===== config.mk =====
export PLATFORM = sky130hd
export DESIGN_NAME = data_mem_arbiter
export DESIGN_NICKNAME = d
export VERILOG_FILES = /design/src/rtl/data_mem_arbiter_pkg.sv /design/src/rtl/data_mem_arbiter_rr_pick.sv /design/src/rtl/data_mem_arbiter.sv
export SDC_FILE = /design/constraint.sdc
export NUM_CORES = 1
export LEC_CHECK = 0
export BUFFER_PORTS_ARGS = -buffer_cell sky130_fd_sc_hd__buf_2
export CORE_MARGIN = 10
export CORE_UTILIZATION = 28
export CTS_BUF_LIST = sky130_fd_sc_hd__clkbuf_4 sky130_fd_sc_hd__clkbuf_8 sky130_fd_sc_hd__clkbuf_16
export CTS_CLUSTER_DIAMETER = 30
export CTS_CLUSTER_SIZE = 40
export DETAILED_ROUTE_END_ITERATION = 8
export PLACE_DENSITY = 0.8
export SLEW_MARGIN = 20
export SYNTH_ARGS = -nofsm -noshare
export SYNTH_HDL_FRONTEND = slang
export SYNTH_SLANG_ARGS = --single-unit
export TNS_END_PERCENT = 5

===== constraint.sdc =====
create_clock -name clk -period 1.6 [get_ports clk]
set_input_delay 0.08 -clock clk [delete_from_list [all_inputs] [get_ports clk]]
set_output_delay 0.08 -clock clk [all_outputs]
set_load 0.05 [all_outputs]

===== src/rtl/data_mem_arbiter_pkg.sv =====
// Shared types and constants for the scalar/vector data-memory arbiter.
package dmem_arb_pkg;

   // Owner of the memory port: none since the last idle cycle, scalar, or vector.
   typedef enum logic [1:0] {
      IDLE = 2'd0,
      OWN0 = 2'd1,
      OWN1 = 2'd2
   } state_t;

   localparam int REQ_SCALAR = 0;
   localparam int REQ_VECTOR = 1;

endpackage


===== src/rtl/data_mem_arbiter_rr_pick.sv =====
// Two-way winner selection: a lone requester always wins, a locked owner
// keeps the port while its burst budget lasts, otherwise the priority pointer decides.
module rr_pick
   import dmem_arb_pkg::*;
(
   input  logic [1:0] req,
   input  logic       prio,
   input  state_t     owner,
   input  logic       lock_held,
   input  logic       burst_ok,
   output logic [1:0] gnt
);

   // One-hot (or zero) grant for this cycle
   always_comb begin
      gnt = 2'b00;
      case (req)
         2'b01: gnt[REQ_SCALAR] = 1'b1;
         2'b10: gnt[REQ_VECTOR] = 1'b1;
         2'b11: begin
            if (lock_held && burst_ok && (owner == OWN0)) begin
               gnt[REQ_SCALAR] = 1'b1;
            end else if (lock_held && burst_ok && (owner == OWN1)) begin
               gnt[REQ_VECTOR] = 1'b1;
            end else if (prio) begin
               gnt[REQ_VECTOR] = 1'b1;
            end else begin
               gnt[REQ_SCALAR] = 1'b1;
            end
         end
         default: gnt = 2'b00;
      endcase
   end

endmodule


===== src/rtl/data_mem_arbiter.sv =====
// Arbiter sharing one synchronous-read data-memory port between the scalar
// pipeline (requester 0) and the vector unit (requester 1).
//
//   state | meaning
//   IDLE  | no grant last cycle; lock has no effect
//   OWN0  | scalar pipeline was granted last cycle
//   OWN1  | vector unit was granted last cycle
module data_mem_arbiter
   import dmem_arb_pkg::*;
#(
   parameter int N         = 24,
   parameter int MAX_BURST = 4
) (
   input  logic         clk,
   input  logic         rst,
   input  logic [1:0]   req,
   input  logic [1:0]   we,
   input  logic [1:0]   lock,
   input  logic [N-1:0] addr0,
   input  logic [N-1:0] addr1,
   input  logic [N-1:0] wdata0,
   input  logic [N-1:0] wdata1,
   output logic [1:0]   gnt,
   output logic [1:0]   rvalid,
   output logic [N-1:0] rdata0,
   output logic [N-1:0] rdata1,
   output logic         mem_we,
   output logic [N-1:0] mem_addr,
   output logic [N-1:0] mem_wdata,
   input  logic [N-1:0] mem_rdata
);

   localparam int            CW        = $clog2(MAX_BURST + 1);
   localparam logic [CW-1:0] BURST_MAX = CW'(MAX_BURST);

   state_t        state_q, state_d;
   logic          prio_q, prio_d;
   logic [CW-1:0] burst_cnt_q, burst_cnt_d;
   logic          lock_held_q, lock_held_d;
   logic [1:0]    rd_pend_q, rd_pend_d;
   logic [1:0]    pick;
   logic          burst_ok;
   logic [CW-1:0] burst_inc;

   assign burst_ok  = (burst_cnt_q < BURST_MAX);
   assign burst_inc = burst_ok ? (burst_cnt_q + CW'(1)) : burst_cnt_q;

   rr_pick u_rr_pick (
      .req       (req),
      .prio      (prio_q),
      .owner     (state_q),
      .lock_held (lock_held_q),
      .burst_ok  (burst_ok),
      .gnt       (pick)
   );

   // Grant is forced off while reset is held so nothing reaches memory
   always_comb begin
      gnt = 2'b00;
      if (rst) begin
         gnt = pick;
      end
   end

   // Next owner, priority pointer, burst count, lock capture and read tracking
   always_comb begin
      state_d     = state_q;
      prio_d      = prio_q;
      burst_cnt_d = burst_cnt_q;
      lock_held_d = lock_held_q;
      rd_pend_d   = 2'b00;
      if (gnt[REQ_SCALAR]) begin
         state_d               = OWN0;
         prio_d                = 1'b1;
         lock_held_d           = lock[REQ_SCALAR];
         burst_cnt_d           = (state_q == OWN0) ? burst_inc : CW'(1);
         rd_pend_d[REQ_SCALAR] = ~we[REQ_SCALAR];
      end else if (gnt[REQ_VECTOR]) begin
         state_d               = OWN1;
         prio_d                = 1'b0;
         lock_held_d           = lock[REQ_VECTOR];
         burst_cnt_d           = (state_q == OWN1) ? burst_inc : CW'(1);
         rd_pend_d[REQ_VECTOR] = ~we[REQ_VECTOR];
      end else begin
         state_d = IDLE;
      end
   end

   // State registers
   always_ff @(posedge clk or negedge rst) begin
      if (!rst) begin
         state_q     <= IDLE;
         prio_q      <= 1'b0;
         burst_cnt_q <= '0;
         lock_held_q <= 1'b0;
         rd_pend_q   <= 2'b00;
      end else begin
         state_q     <= state_d;
         prio_q      <= prio_d;
         burst_cnt_q <= burst_cnt_d;
         lock_held_q <= lock_held_d;
         rd_pend_q   <= rd_pend_d;
      end
   end

   // Memory port mux: winner's access, or all zero when nobody is granted
   always_comb begin
      mem_we    = 1'b0;
      mem_addr  = '0;
      mem_wdata = '0;
      if (gnt[REQ_SCALAR]) begin
         mem_we    = we[REQ_SCALAR];
         mem_addr  = addr0;
         mem_wdata = wdata0;
      end else if (gnt[REQ_VECTOR]) begin
         mem_we    = we[REQ_VECTOR];
         mem_addr  = addr1;
         mem_wdata = wdata1;
      end
   end

   // Read return: memory data steered to whichever requester issued the load
   always_comb begin
      rvalid = rd_pend_q;
      rdata0 = rd_pend_q[REQ_SCALAR] ? mem_rdata : '0;
      rdata1 = rd_pend_q[REQ_VECTOR] ? mem_rdata : '0;
   end

endmodule


==> metrics.md, run 1 <==
| Metric | Value |
|---|---|
| CTS clock-pin slew for the worst setup and hold paths | `50 ps` |
| Maximum fanout along the worst path | `9` |
| Global-route wire length before repair | `13.1 mm` |
| Total wire length after detailed routing | `10.3 mm` |
| Total track usage | `21.3%` |
| Delay of the slowest cell on the worst path | `390 ps` |
| Core Rows | `25` |
| Area of the core | `4690 um2` |
| Number of synthesis warnings | `0` |
| Cell with the largest stage delay on the worst path | `sky130_fd_sc_hd__dfrtp_1` |
| Final slew viol count | `0` |
| Worst path buffer plus inverter count | `3` |
| Most instantiated flip-flop cell in the synthesis netlist | `sky130_fd_sc_hd__dfrtp_1` |
| Post-route DRC violation count | `0` |
| RSZ-0062 raised after global routing | `true` |
| Critical path endpoint category | `output port` |
| Number of global-route vias before repair | `2,442` |
| Maximum capacitance violations | `0` |
| Hold/Removal Path Class | `input pin to flip-flop` |
| Tmin final | `2010 ps` |
| Number of antenna violations at the first check in global routing | `0` |
| Count of non-filler cells in the finished layout | `459` |
| Maximum resistive drop on vdd | `0.488 mV` |
| Most instantiated library cell after synthesis | `sky130_fd_sc_hd__and2_1` |
| Final hold slack | `57.7 ps` |
| Worst path cell trace | `nand3b_1 > a211oi_4 > nor2_4 > buf_12 > clkbuf_16 > a22o_2 > buf_6` |
| Most common library cells after synthesis | `sky130_fd_sc_hd__and2_1 (49), sky130_fd_sc_hd__a22o_1 (48), sky130_fd_sc_hd__dfrtp_1 (9), sky130_fd_sc_hd__buf_2 (6)` |
| Number of violations reported at the end of detailed-routing iteration 0 | `72` |
| Total number of vias | `2,334` |
| I/O pin count | `229` |
| Area growth syn-to-layout | `149%` |
| CTS HTree Levels | `1` |
| Setup WS post-layout | `-408 ps` |
| TritonCTS clock tree | `yes` |
| Area of the mapped netlist | `1340 um2` |
| Pwr Total | `0.00237 W` |
| Estimated wirelength of the detail-placed design | `7.71 mm` |
| Slew HR | `72.5%` |
| Data arrival, critical path | `1930 ps` |
| Clock skew | `5.19 ps` |
| Worst-Margin Slew | `407 ps` |
| Setup tns final | `-18,910 ps` |
| Number of clock buffers inserted by TritonCTS | `3` |
| Share of the clock period used by the worst path | `126%` |
| Netlist cell types | `32` |
| Proportion of synthesized chip area in sequential cells | `16.8%` |
| Flop and latch count out of synthesis | `9` |
| Pre-antenna DRT Iters | `4` |
| Initial Util | `28.6%` |
| Final count of hold timing violations | `0` |
| Final instance area | `3350 um2` |
| Share of the synthesized area in the top cell type | `31.3%` |
| Violated checks | `setup timing` |
| Run status | `finished, violations left` |
| Total gr overflow | `0` |
| Layout cell share with drive strength beyond 1 | `77.0%` |
| Number of cells in the design after placement | `444` |
| Cells after synthesis | `164` |
| Critical path start-end classification | `flip-flop to output port` |
| Power per standard cell area | `707 nW/um2` |
| Die H | `89.3 um` |
| Die W | `89.3 um` |
| Largest net degree at the start of global routing | `37` |
| Mean instance size in the synthesized netlist | `8.19 um2` |
| Skew-Pair Late Insertion Delay | `230 ps` |
| Net count of the finished layout | `534` |
| Number of I/O port buffers | `228` |
| Final setup violation count | `52` |
| CTS Sinks | `9` |
| Average wire per standard cell | `22.5 um` |
| Post-synth EDFFs | `0` |
| Pleak | `1.90 nW` |
| Maximum buffer depth of the clock tree | `2` |
| Sort of element at the start of the critical path | `flip-flop` |
| CP top delay family | `compound AO/OA/AOI/OAI gates` |
| Net count of the mapped netlist | `293` |
| Post-DR vias/cell | `5.08` |
| Placed cell area | `2710 um2` |
| Data required time of the critical path | `1520 ps` |
| Root buffer selected by CTS | `sky130_fd_sc_hd__clkbuf_8` |
| Maximum clock rate | `0.498 GHz` |
| Synth top area cells | `sky130_fd_sc_hd__a22o_1 (31%), sky130_fd_sc_hd__and2_1 (23%), sky130_fd_sc_hd__dfrtp_1 (17%)` |
| Number of filler instances in the final layout | `342` |
| Proportion of synthesized flip-flops having asynchronous set or reset | `100%` |
| Remaining antenna violation count | `0` |
| Placer's final routability congestion estimate | `1.02` |
| Die area | `7970 um2` |
| Cell taking the most area after synthesis | `sky130_fd_sc_hd__a22o_1` |
## sequential cells by signal, summed over array words and instances, names as in the netlist
signal / flops
state_q: 2
lock_held_q: 1
rvalid: 2
burst_cnt_q: 3
prio_q: 1
## layout make-up
class	instances	area [um2]	share of cell area, %
timing repair buffer	252	1870	55.8
multi-input combinational	136	1120	33.6
sequential	9	225	6.73
tap	54	67.6	2.02
clock buffer	4	48.8	1.46
inverter	3	11.3	0.337
antenna	1	2.50	0.0748
## metrics by stage
step,utilization [%],setup WS [ps]
after floorplan,-,-54.2
after global placement,57.7,-128
after detailed placement,57.7,-182
after CTS,67.1,-326
after global routing,71.3,-474
final,71.3,-408
## final timing paths
kind	from	end	slack [ps]	cells past startpoint
min in group asynchronous	rst	burst_cnt_q[0]	270	2
max in group asynchronous	rst	rvalid[0]	970	3
max reg2reg	burst_cnt_q[2]	lock_held_q	-90	6
max	burst_cnt_q[2]	mem_wdata[20]	-410	7
min	we[1]	rvalid[1]	60	2
min reg2reg	burst_cnt_q[1]	burst_cnt_q[1]	520	2
## what timing repair did
| item | 4_1_cts | 5_1_grt |
|---|---|---|
| hold endpoints to repair | 9 | 0 |
| hold buffers | 1 | 0 |
| resized for setup | 100 | 22 |
| setup buffers | 4 | 1 |
| pin swaps | 3 | 2 |
| endpoints found under the setup margin | 52 | 52 |
| gates cloned | 1 | 3 |
## cells in the final DEF (no fill, tap or decap), types with 2 or more instances in the layout
master and instances:
sky130_fd_sc_hd__buf_2 177, sky130_fd_sc_hd__buf_4 12, sky130_fd_sc_hd__nand2b_1 2, sky130_fd_sc_hd__inv_1 3, sky130_fd_sc_hd__clkbuf_8 3, sky130_fd_sc_hd__o211ai_1 3, sky130_fd_sc_hd__dfrtp_1 9, sky130_fd_sc_hd__buf_8 11
sky130_fd_sc_hd__a22o_2 44, sky130_fd_sc_hd__nand2_1 2, sky130_fd_sc_hd__o21ai_0 4, sky130_fd_sc_hd__clkbuf_16 2, sky130_fd_sc_hd__and2b_1 2, sky130_fd_sc_hd__and2_1 49, sky130_fd_sc_hd__a22o_4 5, sky130_fd_sc_hd__a21oi_1 3
sky130_fd_sc_hd__buf_12 11, sky130_fd_sc_hd__nor2_1 5, sky130_fd_sc_hd__buf_6 37
## routing by layer
metal  track usage (%)  wire (um)
met1              20.5       3380
met2              38.7       5290
met3              10.5       1380
met4              6.65        299
met5                 0          0
## where the power goes
part | switching, W | total, W | internal (W) | leakage [nW]
Combinational | 0.00104 | 0.00179 | 0.000752 | 1.76
Sequential | 0.0000316 | 0.000294 | 0.000262 | 0.115
Clock | 0.0000933 | 0.000284 | 0.000191 | 0.0262
## logic make-up after synthesis
kind of cell	count (synthesis)	share of synthesized area (%)
xor+xnor	1	0.652
fa+ha+maj	1	0.931
buf+inv	19	8.94
simple gates	67	30.1
compound gates	67	42.6
flops	9	16.8
Power figures use the tool's default switching activity.
==> inputs of run 2 (changes only) <==
--- a/config.mk
+++ b/config.mk
@@ -6,13 +6,14 @@
 export NUM_CORES = 1
 export LEC_CHECK = 0
 export BUFFER_PORTS_ARGS = -buffer_cell sky130_fd_sc_hd__buf_2
+export CAP_MARGIN = 5
 export CORE_MARGIN = 10
 export CORE_UTILIZATION = 28
 export CTS_BUF_LIST = sky130_fd_sc_hd__clkbuf_4 sky130_fd_sc_hd__clkbuf_8 sky130_fd_sc_hd__clkbuf_16
 export CTS_CLUSTER_DIAMETER = 30
 export CTS_CLUSTER_SIZE = 40
 export DETAILED_ROUTE_END_ITERATION = 8
-export PLACE_DENSITY = 0.8
+export PLACE_DENSITY = 0.82
 export SLEW_MARGIN = 20
 export SYNTH_ARGS = -nofsm -noshare
 export SYNTH_HDL_FRONTEND = slang
==> metrics.md, run 2 (synthesis gave the netlist of run 1 again) <==
| Metric | Value |
|---|---|
| Largest net degree at the start of global routing | `31 (-16%)` |
| Area of the core | `4690 um2 (unchanged)` |
| Final instance area | `3430 um2 (+2.6%)` |
| TritonCTS clock tree | `yes` |
| Worst-Margin Slew | `342 ps (-65.8 ps)` |
| Die W | `89.3 um (unchanged)` |
| Worst setup slack for register-to-register paths | `-140 ps (-50 ps)` |
| Remaining antenna violation count | `0 (unchanged)` |
| Power per standard cell area | `694 nW/um2 (-1.9%)` |
| Number of flip-flops under the largest register name | `3 (unchanged)` |
| Switch Pwr | `0.00115 W (-0.64%)` |
| Die H | `89.3 um (unchanged)` |
| Hold/Removal Path Class | `input pin to flip-flop` |
| Initial Util | `28.6% (unchanged)` |
| Violated checks | `setup timing` |
| Number of violations reported at the end of detailed-routing iteration 0 | `51 (-29%)` |
| CTS HTree Levels | `1 (unchanged)` |
| Most frequent cells in the layout | `sky130_fd_sc_hd__buf_2 (177), sky130_fd_sc_hd__and2_1 (49), sky130_fd_sc_hd__buf_8 (32)` |
| Total track usage | `21.9% (+0.63 points)` |
| Setup WS post-layout | `-360 ps (+48.1 ps)` |
| Slew HR | `77.1% (+4.6 points)` |
| CTS clock-pin slew for the worst setup and hold paths | `40 ps (about the same)` |
| Number of antenna violations at the first check in global routing | `0 (unchanged)` |
| Final count of hold timing violations | `0 (unchanged)` |
| Critical path start-end classification | `flip-flop to output port` |
| Average wire per standard cell | `22.4 um (-0.83%)` |
| Data arrival, critical path | `1880 ps (-50 ps)` |
| Number of I/O port buffers | `228 (unchanged)` |
| Critical path endpoint category | `output port` |
| Part of the total power dissipated in the clock network | `11.7% (-0.3 points)` |
| Net count of the finished layout | `531 (-0.56%)` |
| Most common cell after layout, fill and taps aside | `sky130_fd_sc_hd__buf_2` |
| Net switching fraction of the power | `48.5% (-0.61 points)` |
| Tmin final | `1960 ps (-48.1 ps)` |
| Total number of vias | `2,309 (-1.1%)` |
| Pre-antenna DRT Iters | `4 (unchanged)` |
| Share of the clock period used by the worst path | `123% (-3.0 points)` |
| Data required time of the critical path | `1520 ps (about the same)` |
| Count of non-filler cells in the finished layout | `456 (-0.65%)` |
| Clock skew | `0.518 ps (-4.67 ps)` |
| CP Launch Point | `burst_cnt_q[2]` |
| Cell with the largest stage delay on the worst path | `sky130_fd_sc_hd__dfrtp_1` |
| Number of clock buffers inserted by TritonCTS | `3 (unchanged)` |
| Maximum clock rate | `0.510 GHz (+2.5%)` |
| Startpoint of the worst-slack reg-to-reg timing path | `burst_cnt_q[2]` |
| I/O pin count | `229 (unchanged)` |
| Maximum buffer depth of the clock tree | `2 (unchanged)` |
| Register with the most flip-flops | `burst_cnt_q` |
| Estimated wirelength of the detail-placed design | `7.72 mm (+0.11%)` |
| Layout cell share with drive strength beyond 1 | `76.8% (-0.17 points)` |
| Global-route wire length before repair | `13.6 mm (+4.0%)` |
| Setup tns final | `-16,660 ps (+2250 ps)` |
| Post-DR vias/cell | `5.06 (-0.42%)` |
| Final hold slack | `55.6 ps (-2.14 ps)` |
| Total wire length after detailed routing | `10.2 mm (-1.5%)` |
| Portion of total power attributed to combinational logic | `75.7% (about the same)` |
| Sort of element at the start of the critical path | `flip-flop` |
| Die area | `7970 um2 (unchanged)` |
| Placed cell area | `2690 um2 (-0.55%)` |
| Area growth syn-to-layout | `155%` |
| Final setup violation count | `52 (unchanged)` |
| Worst path cell trace | `nand3b_1 > a21o_1 > a31oi_4 > buf_4 > buf_12 > a22o_2 > buf_6` |
| Skew-Pair Late Insertion Delay | `230 ps (about the same)` |
| Placer's final routability congestion estimate | `0.890 (-12%)` |
| Delay of the slowest cell on the worst path | `400 ps (about the same)` |
| RSZ-0062 raised after global routing | `true` |
| Pleak | `1.95 nW (+2.9%)` |
| Run status | `finished, violations left` |
| Maximum resistive drop on vdd | `0.550 mV (+13%)` |
| Number of cells in the design after placement | `444 (unchanged)` |
| Final slew viol count | `0 (unchanged)` |
| Core Rows | `25 (unchanged)` |
| Internal power consumption | `0.00123 W (+1.8%)` |
| Sequential share of power | `12.6% (+0.2 points)` |
| Post-route DRC violation count | `0 (unchanged)` |
| CTS Sinks | `9 (unchanged)` |
| Maximum fanout along the worst path | `9 (unchanged)` |
| Total gr overflow | `0 (unchanged)` |
| Maximum capacitance violations | `0 (unchanged)` |
| Number of global-route vias before repair | `2,450 (+0.33%)` |
| Hold wc startpoint | `we[1]` |
| Root buffer selected by CTS | `sky130_fd_sc_hd__clkbuf_8` |
## run 2: cell types whose count changed in the layout (fill, tap and decap cells not counted), moves of 4 or more
cell / delta
sky130_fd_sc_hd__a22o_4: +16
sky130_fd_sc_hd__buf_6: -18
sky130_fd_sc_hd__buf_8: +21
sky130_fd_sc_hd__buf_12: -4
sky130_fd_sc_hd__a22o_2: -16
## run 2: final cells by class
class                      instances  area [um2]
timing repair buffer             249        1850
tap                               54        67.6
sequential                         9         226
clock buffer                       4        48.8
inverter                           3        11.3
multi-input combinational        136        1230
fill                             330        1260
antenna                            1        2.50
## run 2: stage by stage
step	setup WS [ps]	utilization, %	power, W
2_1_floorplan	-54.2	-	0.00127
3_3_place_gp	-144	57.4	0.00171
3_5_place_dp	-194	57.4	0.00172
4_1_cts	-352	69.4	0.00229
5_1_grt	-414	73.1	0.00249
6_report	-360	73.1	0.00238
## run 2: power groups by stage
| stage | Sequential, W | Combinational, W | Clock [W] |
|---|---|---|---|
| after floorplan | 0.000303 | 0.000963 | 0 |
| after global placement | 0.000300 | 0.00141 | 0 |
| after detailed placement | 0.000302 | 0.00142 | 0 |
| after CTS | 0.000299 | 0.00171 | 0.000283 |
| after global routing | 0.000304 | 0.00188 | 0.000297 |
| final | 0.000300 | 0.00180 | 0.000278 |
## run 2: final timing paths
path                                       end  depth (start not counted)
worst max-delay path              mem_addr[14]                          7
worst min-delay path                 rvalid[1]                          2
worst max register to register     lock_held_q                          7
worst min register to register  burst_cnt_q[1]                          2
max in group asynchronous            rvalid[0]                          3
min in group asynchronous           state_q[0]                          2
## run 2: critical path, delay by kind of cell (launching register included)
kind	cells	cell delay, ps
flip-flops	1	400
AND/OR/NAND/NOR	1	200
buffers and inverters	3	450
AO/OA/AOI/OAI	3	590
## run 2: per-layer routing
| metal | GRT usage [%] | vias to the layer above | wire, um |
|---|---|---|---|
| met3 | 10.1 | 30 | 1360 |
| met4 | 7.37 | 0 | 380 |
| met2 | 38.7 | 165 | 5190 |
| met5 | 0 | - | 0 |
| met1 | 22.2 | 1029 | 3260 |
| li1 | - | 1085 | - |
## run 2: timing repair
action / in CTS / in global routing
hold endpoints to repair: 9 / 0
buffers inserted: 4 / 2
gates cloned: 2 / 1
pin swaps: 2 / 2
setup endpoints to repair: 52 / 56
hold buffers: 1 / 0
gates resized for setup: 124 / 42
